`src/rtl/sd_rd_pkg.sv`:
```
// Shared constants, state codes and counter-width helpers for the SD read tick generator.
package sd_rd_pkg;

    localparam int STATE_W = 3;

    typedef enum logic [STATE_W-1:0] {
        ST_IDLE      = 3'd0,
        ST_WAIT_TOK  = 3'd1,
        ST_BLK_FIRST = 3'd2,
        ST_GAP       = 3'd3,
        ST_BLK_NEXT  = 3'd4
    } rd_state_e;

    localparam logic [7:0] TOKEN_START = 8'hFE;

    typedef struct packed {
        logic rd;
        logic wt;
        logic crc;
        logic nxt;
        logic lst;
    } tick_t;

    function automatic int byte_cnt_w(input int block_bytes, input int crc_bytes);
        return $clog2(block_bytes + crc_bytes);
    endfunction

    function automatic int blk_cnt_w(input int num_blocks);
        return (num_blocks < 2) ? 1 : $clog2(num_blocks);
    endfunction

endpackage

```
`src/rtl/sd_read_tick_gen_if.sv`:
```
// Byte stream in, FSM2 state in, ticks and payload out.
interface sd_read_tick_gen_if;
    import sd_rd_pkg::*;

    logic [STATE_W-1:0] state_reg;
    logic               byte_valid;
    logic [7:0]         byte_data;
    logic               tick_READ;
    logic               tick_WAIT;
    logic               tick_CRC;
    logic               tick_NEXT;
    logic               tick_LAST;
    logic [7:0]         data_out;
    logic               data_valid;
    logic [15:0]        crc_out;
    logic               err_timeout;

    modport slave (
        input  state_reg, byte_valid, byte_data,
        output tick_READ, tick_WAIT, tick_CRC, tick_NEXT, tick_LAST,
        output data_out, data_valid, crc_out, err_timeout
    );

    modport master (
        output state_reg, byte_valid, byte_data,
        input  tick_READ, tick_WAIT, tick_CRC, tick_NEXT, tick_LAST,
        input  data_out, data_valid, crc_out, err_timeout
    );

endinterface

```
`src/rtl/sd_read_tick_gen_sync_rise.sv`:
```
// Two-flop synchroniser for an asynchronous level, followed by a rising-edge pulse.
module sync_rise (
    input  logic clk,
    input  logic rst,
    input  logic async_i,
    output logic rise_o
);

    logic [1:0] sync_q;
    logic       prev_q;

    always_ff @(posedge clk or posedge rst) begin
        if (rst) begin
            sync_q <= '0;
            prev_q <= 1'b0;
        end else begin
            sync_q <= {sync_q[0], async_i};
            prev_q <= sync_q[1];
        end
    end

    assign rise_o = sync_q[1] & ~prev_q;

endmodule

```
`src/rtl/sd_read_tick_gen.sv`:
```
// Byte-stream datapath for the FSM2 read sequencer: tick decode, payload/CRC split,
// byte/block/wait counters, start-request edge detect and token timeout.
module sd_read_tick_gen
    import sd_rd_pkg::*;
#(
    parameter int BLOCK_BYTES = 512,
    parameter int CRC_BYTES   = 2,
    parameter int NUM_BLOCKS  = 4,
    parameter int WAIT_LIMIT  = 4096
) (
    input  logic              clk,
    input  logic              rst,
    input  logic              start_req,
    sd_read_tick_gen_if.slave bus
);

    localparam int BCW = byte_cnt_w(BLOCK_BYTES, CRC_BYTES);
    localparam int BKW = blk_cnt_w(NUM_BLOCKS);
    localparam int WCW = $clog2(WAIT_LIMIT);

    localparam logic [BCW-1:0] PAY_END  = BCW'(BLOCK_BYTES);
    localparam logic [BCW-1:0] LAST_IDX = BCW'(BLOCK_BYTES + CRC_BYTES - 1);
    localparam logic [BKW-1:0] BLK_LAST = BKW'(NUM_BLOCKS - 1);
    localparam logic [WCW-1:0] WAIT_END = WCW'(WAIT_LIMIT - 1);

    if (NUM_BLOCKS < 2) begin : g_chk_blocks
        $error("sd_read_tick_gen: NUM_BLOCKS must be >= 2");
    end

    logic      rise;
    rd_state_e st;

    sync_rise u_sync (
        .clk     (clk),
        .rst     (rst),
        .async_i (start_req),
        .rise_o  (rise)
    );

    assign st = rd_state_e'(bus.state_reg);

    logic [BCW-1:0]     byte_cnt_q, byte_cnt_d;
    logic [BKW-1:0]     blk_cnt_q,  blk_cnt_d;
    logic [WCW-1:0]     wait_cnt_q, wait_cnt_d;
    logic [15:0]        crc_sh_q,   crc_sh_d;
    logic [15:0]        crc_out_q,  crc_out_d;
    logic [7:0]         data_out_q, data_out_d;
    logic               data_vld_q, data_vld_d;
    logic               err_q,      err_d;
    tick_t              tick_q,     tick_d;
    logic               hold_q,     hold_d;
    logic [STATE_W-1:0] hold_st_q,  hold_st_d;
    tick_t              tk;
    logic               masked;

    always_comb begin
        byte_cnt_d = byte_cnt_q;
        blk_cnt_d  = blk_cnt_q;
        wait_cnt_d = wait_cnt_q;
        crc_sh_d   = crc_sh_q;
        crc_out_d  = crc_out_q;
        data_out_d = data_out_q;
        data_vld_d = 1'b0;
        err_d      = err_q;
        hold_st_d  = hold_st_q;
        tk         = '0;

        case (st)
            ST_IDLE: begin
                byte_cnt_d = '0;
                blk_cnt_d  = '0;
                wait_cnt_d = '0;
                tk.rd      = rise;
            end
            ST_WAIT_TOK: begin
                if (bus.byte_valid) begin
                    if (bus.byte_data == TOKEN_START) begin
                        tk.wt      = 1'b1;
                        byte_cnt_d = '0;
                        wait_cnt_d = '0;
                    end else begin
                        wait_cnt_d = wait_cnt_q + 1'b1;
                        if (wait_cnt_q == WAIT_END) err_d = 1'b1;
                    end
                end
            end
            ST_BLK_FIRST, ST_BLK_NEXT: begin
                if (bus.byte_valid) begin
                    if (byte_cnt_q < PAY_END) begin
                        data_out_d = bus.byte_data;
                        data_vld_d = 1'b1;
                    end else begin
                        crc_sh_d = {crc_sh_q[7:0], bus.byte_data};
                    end
                    if (byte_cnt_q == LAST_IDX) begin
                        crc_out_d  = {crc_sh_q[7:0], bus.byte_data};
                        byte_cnt_d = '0;
                        if (st == ST_BLK_NEXT && blk_cnt_q == BLK_LAST) begin
                            tk.lst = 1'b1;
                        end else begin
                            tk.crc    = 1'b1;
                            blk_cnt_d = blk_cnt_q + 1'b1;
                        end
                    end else begin
                        byte_cnt_d = byte_cnt_q + 1'b1;
                    end
                end
            end
            ST_GAP: begin
                // Busy bytes (0xFF) are simply skipped until the next start token.
                if (bus.byte_valid && bus.byte_data == TOKEN_START) begin
                    tk.nxt     = 1'b1;
                    byte_cnt_d = '0;
                end
            end
            default: begin
                byte_cnt_d = '0;
                blk_cnt_d  = '0;
                wait_cnt_d = '0;
            end
        endcase

        // Mask ticks until FSM2 has visibly left the state it was in when the last tick fired.
        masked = hold_q && (bus.state_reg == hold_st_q);
        tick_d = masked ? tick_t'('0) : tk;
        hold_d = masked;
        if (tick_d != '0) begin
            hold_d    = 1'b1;
            hold_st_d = bus.state_reg;
        end
        if (tick_d.rd) err_d = 1'b0;
    end

    always_ff @(posedge clk or posedge rst) begin
        if (rst) begin
            byte_cnt_q <= '0;
            blk_cnt_q  <= '0;
            wait_cnt_q <= '0;
            crc_sh_q   <= '0;
            crc_out_q  <= '0;
            data_out_q <= '0;
            data_vld_q <= 1'b0;
            err_q      <= 1'b0;
            tick_q     <= '0;
            hold_q     <= 1'b0;
            hold_st_q  <= '0;
        end else begin
            byte_cnt_q <= byte_cnt_d;
            blk_cnt_q  <= blk_cnt_d;
            wait_cnt_q <= wait_cnt_d;
            crc_sh_q   <= crc_sh_d;
            crc_out_q  <= crc_out_d;
            data_out_q <= data_out_d;
            data_vld_q <= data_vld_d;
            err_q      <= err_d;
            tick_q     <= tick_d;
            hold_q     <= hold_d;
            hold_st_q  <= hold_st_d;
        end
    end

    assign bus.tick_READ   = tick_q.rd;
    assign bus.tick_WAIT   = tick_q.wt;
    assign bus.tick_CRC    = tick_q.crc;
    assign bus.tick_NEXT   = tick_q.nxt;
    assign bus.tick_LAST   = tick_q.lst;
    assign bus.data_out    = data_out_q;
    assign bus.data_valid  = data_vld_q;
    assign bus.crc_out     = crc_out_q;
    assign bus.err_timeout = err_q;

endmodule

```
`src/flat_wrapper.sv`:
```
// flat-port wrapper written by rule: the top's interface ports become plain ports
module sd_read_tick_gen_flat import sd_rd_pkg::*;
#(
    parameter int BLOCK_BYTES = 512,
    parameter int CRC_BYTES   = 2,
    parameter int NUM_BLOCKS  = 4,
    parameter int WAIT_LIMIT  = 4096
)
  (clk, rst, start_req, bus_state_reg, bus_byte_valid, bus_byte_data, bus_tick_READ, bus_tick_WAIT, bus_tick_CRC, bus_tick_NEXT, bus_tick_LAST, bus_data_out, bus_data_valid, bus_crc_out, bus_err_timeout);
  sd_read_tick_gen_if bus_i ();
  input  logic clk;
  input  logic rst;
  input  logic start_req;
  input wire logic [$bits(bus_i.state_reg)-1:0] bus_state_reg;
  input wire logic [$bits(bus_i.byte_valid)-1:0] bus_byte_valid;
  input wire logic [$bits(bus_i.byte_data)-1:0] bus_byte_data;
  output wire logic [$bits(bus_i.tick_READ)-1:0] bus_tick_READ;
  output wire logic [$bits(bus_i.tick_WAIT)-1:0] bus_tick_WAIT;
  output wire logic [$bits(bus_i.tick_CRC)-1:0] bus_tick_CRC;
  output wire logic [$bits(bus_i.tick_NEXT)-1:0] bus_tick_NEXT;
  output wire logic [$bits(bus_i.tick_LAST)-1:0] bus_tick_LAST;
  output wire logic [$bits(bus_i.data_out)-1:0] bus_data_out;
  output wire logic [$bits(bus_i.data_valid)-1:0] bus_data_valid;
  output wire logic [$bits(bus_i.crc_out)-1:0] bus_crc_out;
  output wire logic [$bits(bus_i.err_timeout)-1:0] bus_err_timeout;
  assign bus_i.state_reg = bus_state_reg;
  assign bus_i.byte_valid = bus_byte_valid;
  assign bus_i.byte_data = bus_byte_data;
  assign bus_tick_READ = bus_i.tick_READ;
  assign bus_tick_WAIT = bus_i.tick_WAIT;
  assign bus_tick_CRC = bus_i.tick_CRC;
  assign bus_tick_NEXT = bus_i.tick_NEXT;
  assign bus_tick_LAST = bus_i.tick_LAST;
  assign bus_data_out = bus_i.data_out;
  assign bus_data_valid = bus_i.data_valid;
  assign bus_crc_out = bus_i.crc_out;
  assign bus_err_timeout = bus_i.err_timeout;
  sd_read_tick_gen #(.BLOCK_BYTES(BLOCK_BYTES), .CRC_BYTES(CRC_BYTES), .NUM_BLOCKS(NUM_BLOCKS), .WAIT_LIMIT(WAIT_LIMIT)) u_core (.clk(clk), .rst(rst), .start_req(start_req), .bus(bus_i));
endmodule
```
`config.mk`:
```
export PLATFORM = sky130hd
export DESIGN_NAME = sd_read_tick_gen_flat
export DESIGN_NICKNAME = d
export VERILOG_FILES = /design/src/rtl/sd_rd_pkg.sv /design/src/rtl/sd_read_tick_gen_if.sv /design/src/rtl/sd_read_tick_gen_sync_rise.sv /design/src/rtl/sd_read_tick_gen.sv /design/src/flat_wrapper.sv
export SDC_FILE = /design/constraint.sdc
export NUM_CORES = 1
export LEC_CHECK = 0
export CORE_ASPECT_RATIO = 1.75
export CORE_MARGIN = 2
export CORE_UTILIZATION = 30
export CTS_CLUSTER_DIAMETER = 120
export CTS_CLUSTER_SIZE = 10
export DETAILED_ROUTE_END_ITERATION = 10
export MAX_ROUTING_LAYER = met4
export SKIP_LAST_GASP = 1
export SYNTH_ARGS = -nofsm -noshare
export SYNTH_HDL_FRONTEND = slang
export SYNTH_SLANG_ARGS = --single-unit
```
`constraint.sdc`:
```
create_clock -name clk -period 2.32 [get_ports clk]
set_input_delay 0.464 -clock clk [delete_from_list [all_inputs] [get_ports clk]]
set_output_delay 0.464 -clock clk [all_outputs]
set_load 0.005 [all_outputs]
```
* Word-level counts from Yosys, hierarchy flattened
Cells that the tools add are included.
W data, S select, Z words.
** Storage, ports and cells
- Input port bits :: 15
- Word-level logic and storage cells :: 97
- Output and inout bits :: 31
- Register bits after elaboration :: 70
** Cells by class
- Mux-type cells :: 37
- Add/subtract/negate cells :: 3
- Reduce and logical (&&, ||, !) cells :: 18
- Order comparisons :: 1
- Bitwise logic cells :: 5
- Equality and inequality tests :: 16
** Operators with widths (number)
- $mux W10 :: 5
- $pmux W10 S3 :: 1
- $mux W12 :: 2
- $pmux W12 S2 :: 1
- $mux W1 :: 23
- $add A12 B1 Y12 const B :: 1
- $eq A12 B12 Y1 const B :: 1
- $reduce_and A4 Y1 :: 3
- $add A10 B1 Y10 const B :: 1
- $eq A10 B10 Y1 const B :: 1
- $lt A10 B10 Y1 const B :: 1
- $reduce_and A3 Y1 :: 3
- $eq A8 B8 Y1 const B :: 1
- $ne A2 B1 Y1 const B :: 4
- $eq A3 B2 Y1 const B :: 2
- $mux W2 :: 3
- $ne A2 B2 Y1 const B :: 3
- $reduce_bool A2 Y1 :: 3
- $mux W5 :: 1
- $reduce_bool A5 Y1 :: 1
- $not A1 Y1 :: 4
- $pmux W2 S2 :: 1
- $reduce_or A2 Y1 :: 2
- $eq A3 B1 Y1 const B :: 1
- other kinds (9) :: 11

* Depth between registers and ports, before layout
- Word-level depth :: 9
- Mapped depth :: 7
- Gate-level depth less buffers :: 6

* Hierarchy
A second synthesis with hierarchy kept.
** Unflattened totals
- Cell total of the unflattened synthesis :: 282
- Area, all modules :: 3320.7 sq um
** By module, submodules not included
- sd_read_tick_gen :: instances 1, area an instance 3228.1 sq um, cells an instance 277, sequential area each 1676.6 sq um
- sync_rise :: instances 1, area an instance 92.6 sq um, cells an instance 5, sequential area each 75.1 sq um

* Worst setup path before layout
OpenSTA, ideal clock, no wires.
- Path type :: input to register
- Start :: in bus_state_reg[1]
- End :: reg u_core.blk_cnt_q[0]
- Data required time :: 2193 ps
- Buffers on the path :: 1
- Stages :: 5
- Path slack :: 453 ps
- Library setup time :: 127 ps
- Data arrival time :: 1740 ps
- Path through :: clkbuf_8 > xnor2_2 > a311oi_4 > or3b_4 > mux2_1
** On the way
- Word-level cells in the longest chain between the ends :: 4
- Elaborated cells on any way between the ends :: 13
- Those cells by class :: 7 x eq/ne; 1 x mux; 1 x bitwise; 4 x reduce/logical
** RTL lines
- start: declaration :: RTL line flat_wrapper.sv:14 : input wire logic [$bits(bus_i.state_reg)-1:0] bus_state_reg;
- $eq A3 B2 Y1, or another cell as far along :: RTL line sd_read_tick_gen.sv:68 : case (st)
- $reduce_or A2 Y1, or another cell as far along :: RTL line sd_read_tick_gen.sv:68
- $ne A2 B1 Y1 (no line), or another cell as far along
- $reduce_and A4 Y1 (no line)
- end signal: assignment :: RTL line sd_read_tick_gen.sv:149 : blk_cnt_q <= blk_cnt_d;
- end: declaration :: RTL line sd_read_tick_gen.sv:43 : logic [BKW-1:0] blk_cnt_q, blk_cnt_d;
Parallel ways exist; a longest one is shown, timed or not.
A chain may end at the register's enable or synchronous reset.

* Worst setup path in the final report
- Start :: in bus_state_reg[2]
- End :: reg u_core.hold_st_q[2]
** On the way
- Word-level cells in the longest chain between the ends :: 8
- Elaborated cells on any way between the ends :: 22
- Those cells by class :: 5 x eq/ne; 12 x mux; 5 x reduce/logical
** RTL lines
- $eq A3 B3 Y1 :: RTL line sd_read_tick_gen.sv:68, sd_read_tick_gen.sv:98
- $logic_and A1 B1 Y1 :: RTL line sd_read_tick_gen.sv:98 : if (st == ST_BLK_NEXT && blk_cnt_q == BLK_LAST) begin
- $mux W1 :: RTL line sd_read_tick_gen.sv:98
- $mux W1 :: RTL line sd_read_tick_gen.sv:95 : if (byte_cnt_q == LAST_IDX) begin
- $mux W1 :: RTL line sd_read_tick_gen.sv:88 : if (bus.byte_valid) begin
- $mux W1 :: RTL line sd_read_tick_gen.sv:68
- $mux W5 :: RTL line sd_read_tick_gen.sv:125 : tick_d = masked ? tick_t'('0) : tk;
- $reduce_bool A5 Y1 :: RTL line sd_read_tick_gen.sv:127 : if (tick_d != '0) begin
- end signal: assignment :: RTL line sd_read_tick_gen.sv:158 : hold_st_q <= hold_st_d;
- end: declaration :: RTL line sd_read_tick_gen.sv:52 : logic [STATE_W-1:0] hold_st_q, hold_st_d;
Parallel ways exist; a longest one is shown, timed or not.

==> summary.md <==
| Metric | Value |
|---|---|
| Worst slew margin | 0.347 |
| Rows | 51 |
| Crit path DAT | 2.38 ns |
| Worst endpoint required time | 2.54 ns |
| Yosys top cell by area | dfrtp_1 |
| Fraction of the yosys area taken by sequential cells | 0.518 |
| Clock sinks | 70 |
| Syn avg cell area | 12.4 sq um |
| Drt drc | 0 |
| First drt pass iteration count | 4 |
| First-pass GRT wire length | 13200 microns |
| Total GRT Usage | 0.145 |
| FF+latch count, synth | 70 |
| Hold Buf Count CTS | 0 |
| Starting utilization of the core area | 0.306 |
| Clock latency on the worst-skew pair | 0.34 ns |
| Clock slew at reported path FFs | 0.05 ns |
| Fin crit share | 0.932 |
| Post-synthesis instance area | 3380 sq um |
| Number of flops mapped to enable cells by yosys | 0 |
| Die X | 84.2 microns |
| CTS resizes | 0 |
| Kind of start point of the critical path | primary input |
| Max-slew violation count | 0 |
| Die height | 144 microns |
| Leakage | 2.01 nW |
| Iter 0 DRT Violations | 165 |
| Largest net degree at the start of global routing | 28 |
| Wire length per cell | 16.3 microns |
| Hold WC Path Type | flip-flop to flip-flop |
| Area added between synthesis and finish | 33.3% |
| CTS tree | built |
| Outcome | finished, final reports clean |
| Antenna diodes | 0 |
| Worst path slowest cell | clkdlybuf4s50_1 |
| Core Util, Final | 0.408 |
| Commonest cells in the synthesized netlist | 70 x dfrtp_1, 34 x mux2_2, 14 x o31ai_1 |
| Port Buffers | 45 |
| Top-area cell type share of the netlist area | 0.518 |
| Delay-heaviest family, CP | simple AND/OR/NAND/NOR gates |
| F_max | 463 MHz |
| Root Driver | clkbuf_16 |
| Crit-path max FO | 8 |
| Ranking of synthesized cells by area | dfrtp_1 52%, mux2_2 11%, o31ai_1 3.1% |
| Num CTS Buffers | 9 |
| Layout cell share with drive strength beyond 1 | 0.302 |
| Async S/R FF share, synth | 1.00 |
| Core Region | 11000 sq um |
| H-tree levels | 3 |
| Distinct cells, synth | 54 |
| VDD IR-drop max | 0.458 mV |
| Worst-path cell chain | clkdlybuf4s50_1 > or2b_2 > nor4_1 > a21boi_0 > mux2_2 |
| IO Pins | 46 |
| CP Capture Type | flip-flop |
| Initial antenna violation count | 0 |
| Final hold vios | 0 |
| Layout Skew | 0.00371 ns |
| CP bufs+invs | 1 |
| Synth Net Count | 292 |
| Die area | 12200 sq um |
| Crit path largest cell delay | 0.55 ns |
| Cells after Synth | 273 |
| Fin crit period | 2.16 ns |
| DRT Wirelength | 7970 microns |
| RePlAce Congestion | 0.820 |
| Pwr/cell area | 645 nW/um^2 |
| Overflow after GRT | 0 |
| Fin nets | 372 |
| Measured slew at the worst slew-check pin | 0.973 ns |
| Postcts setup bufs | 0 |
| RSZ-0062 raised after global routing | false |
| Fill count | 1067 |
| Crit Path Class | primary input to flip-flop |
| Most instantiated library cell after synthesis | dfrtp_1 |
| CTS max path bufs | 2 |
| Post-DRT Antenna Nets | 0 |
| Total power | 0.00291 W |
| Most used flip-flop cell after synthesis | dfrtp_1 |
| Post-DP HPWL | 5970 microns |
| Number of global-route vias before repair | 2652 |
| Vias per cell | 5.06 |
| Via count | 2480 |
| Yosys warns | 0 |
| Max-cap violations | 0 |
| # setup viols final | 0 |
[cell families (layout without fill, tap and decap cells)]
kind of cell,Yosys count,count (layout),share of synthesized area
fa+ha+maj,4,4,0.0148
simple gates,85,85,0.171
compound gates,48,48,0.119
buf+inv,23,108,0.0359
xor+xnor,5,5,0.0152
flops,70,70,0.518
mux,38,38,0.126
[registers in the layout, indices dropped and copies added (netlist names)]
register,count
u_core.bus.tick_CRC,1
u_core.bus.crc_out,16
u_core.byte_cnt_q,10
u_core.u_sync.prev_q,1
u_core.bus.data_out,8
u_core.bus.tick_WAIT,1
u_core.u_sync.sync_q,2
u_core.blk_cnt_q,2
u_core.bus.err_timeout,1
u_core.hold_st_q,3
u_core.crc_sh_q,8
u_core.wait_cnt_q,12
u_core.bus.tick_READ,1
u_core.bus.tick_NEXT,1
u_core.hold_q,1
u_core.bus.data_valid,1
u_core.bus.tick_LAST,1
[worst paths after layout]
path / start / to / slack, ns / depth (start not counted)
worst min-delay path: u_core.u_sync.sync_q[0]$_DFF_PP0_ / u_core.u_sync.sync_q[1]$_DFF_PP0_ / 0.36 / 0
max in group asynchronous: rst / u_core.wait_cnt_q[7]$_DFFE_PP0P_ / 1.28 / 3
min in group asynchronous: rst / u_core.bus.data_out[7]$_DFFE_PP0P_ / 0.49 / 2
worst max-delay path: bus_state_reg[2] / u_core.hold_st_q[2]$_DFFE_PP0P_ / 0.16 / 5
worst min register to register: u_core.u_sync.sync_q[0]$_DFF_PP0_ / u_core.u_sync.sync_q[1]$_DFF_PP0_ / 0.36 / 0
worst max register to register: u_core.byte_cnt_q[1]$_DFFE_PP0P_ / u_core.hold_st_q[2]$_DFFE_PP0P_ / 0.32 / 6
[metal layers]
metal / routed length (microns) / global-route usage / up-vias
li1: - / - / 1185
met1: 3110 / 0.144 / 1239
met2: 4430 / 0.264 / 39
met3: 182 / 0.0320 / 17
met4: 247 / 0.0756 / 0
met5: 0 / - / -
[stage by stage]
stage,area [sq um],TNS (ns),instances,hold WS [ns],setup WS [ns]
final,4500,0,490,0.358,0.158
after global routing,4500,0,490,0.366,0.0146
after CTS,4500,0,490,0.362,0.152
after detailed placement,4240,-3.07,474,0.349,-0.217
after global placement,4240,-1.82,474,0.335,-0.162
after floorplan,3380,0,273,0.331,0.0878
[worst register-to-register path: stages (launching register included)]
cell and delay [ns]:
dfrtp_1 0.40, inv_1 0.07, ha_1 0.14, nor4b_4 0.36, nand4_1 0.22, a21boi_0 0.33
mux2_2 0.37
[where the power goes]
part,internal [W],switching (W),leakage (nW),total [W]
clock network,0.000746,0.000494,0.132,0.00124
logic,0.000202,0.000154,0.931,0.000356
registers,0.00128,0.0000336,0.948,0.00131
total,0.00223,0.000681,2.01,0.00291
[cell usage in the layout, fill, tap and decap left out, drive strengths merged, types with 10 or more instances in the layout]
cell	n
a21oi	10
mux2	36
o31ai	14
buf	36
nand2	10
inv	11
nor2	12
clkbuf	12
dfrtp	70
clkdlybuf4s50	45
[area by class of cell]
type | count | area, sq um | area share
inverters | 11 | 41.3 | 0.00917
well taps | 132 | 165 | 0.0367
clock inverters | 4 | 22.5 | 0.00500
repair buffers | 81 | 771 | 0.171
flip-flops and latches | 70 | 1750 | 0.389
clock buffers | 12 | 246 | 0.0547
multi-input cells | 180 | 1510 | 0.334
No activity file was read; power rests on OpenSTA's default activity.
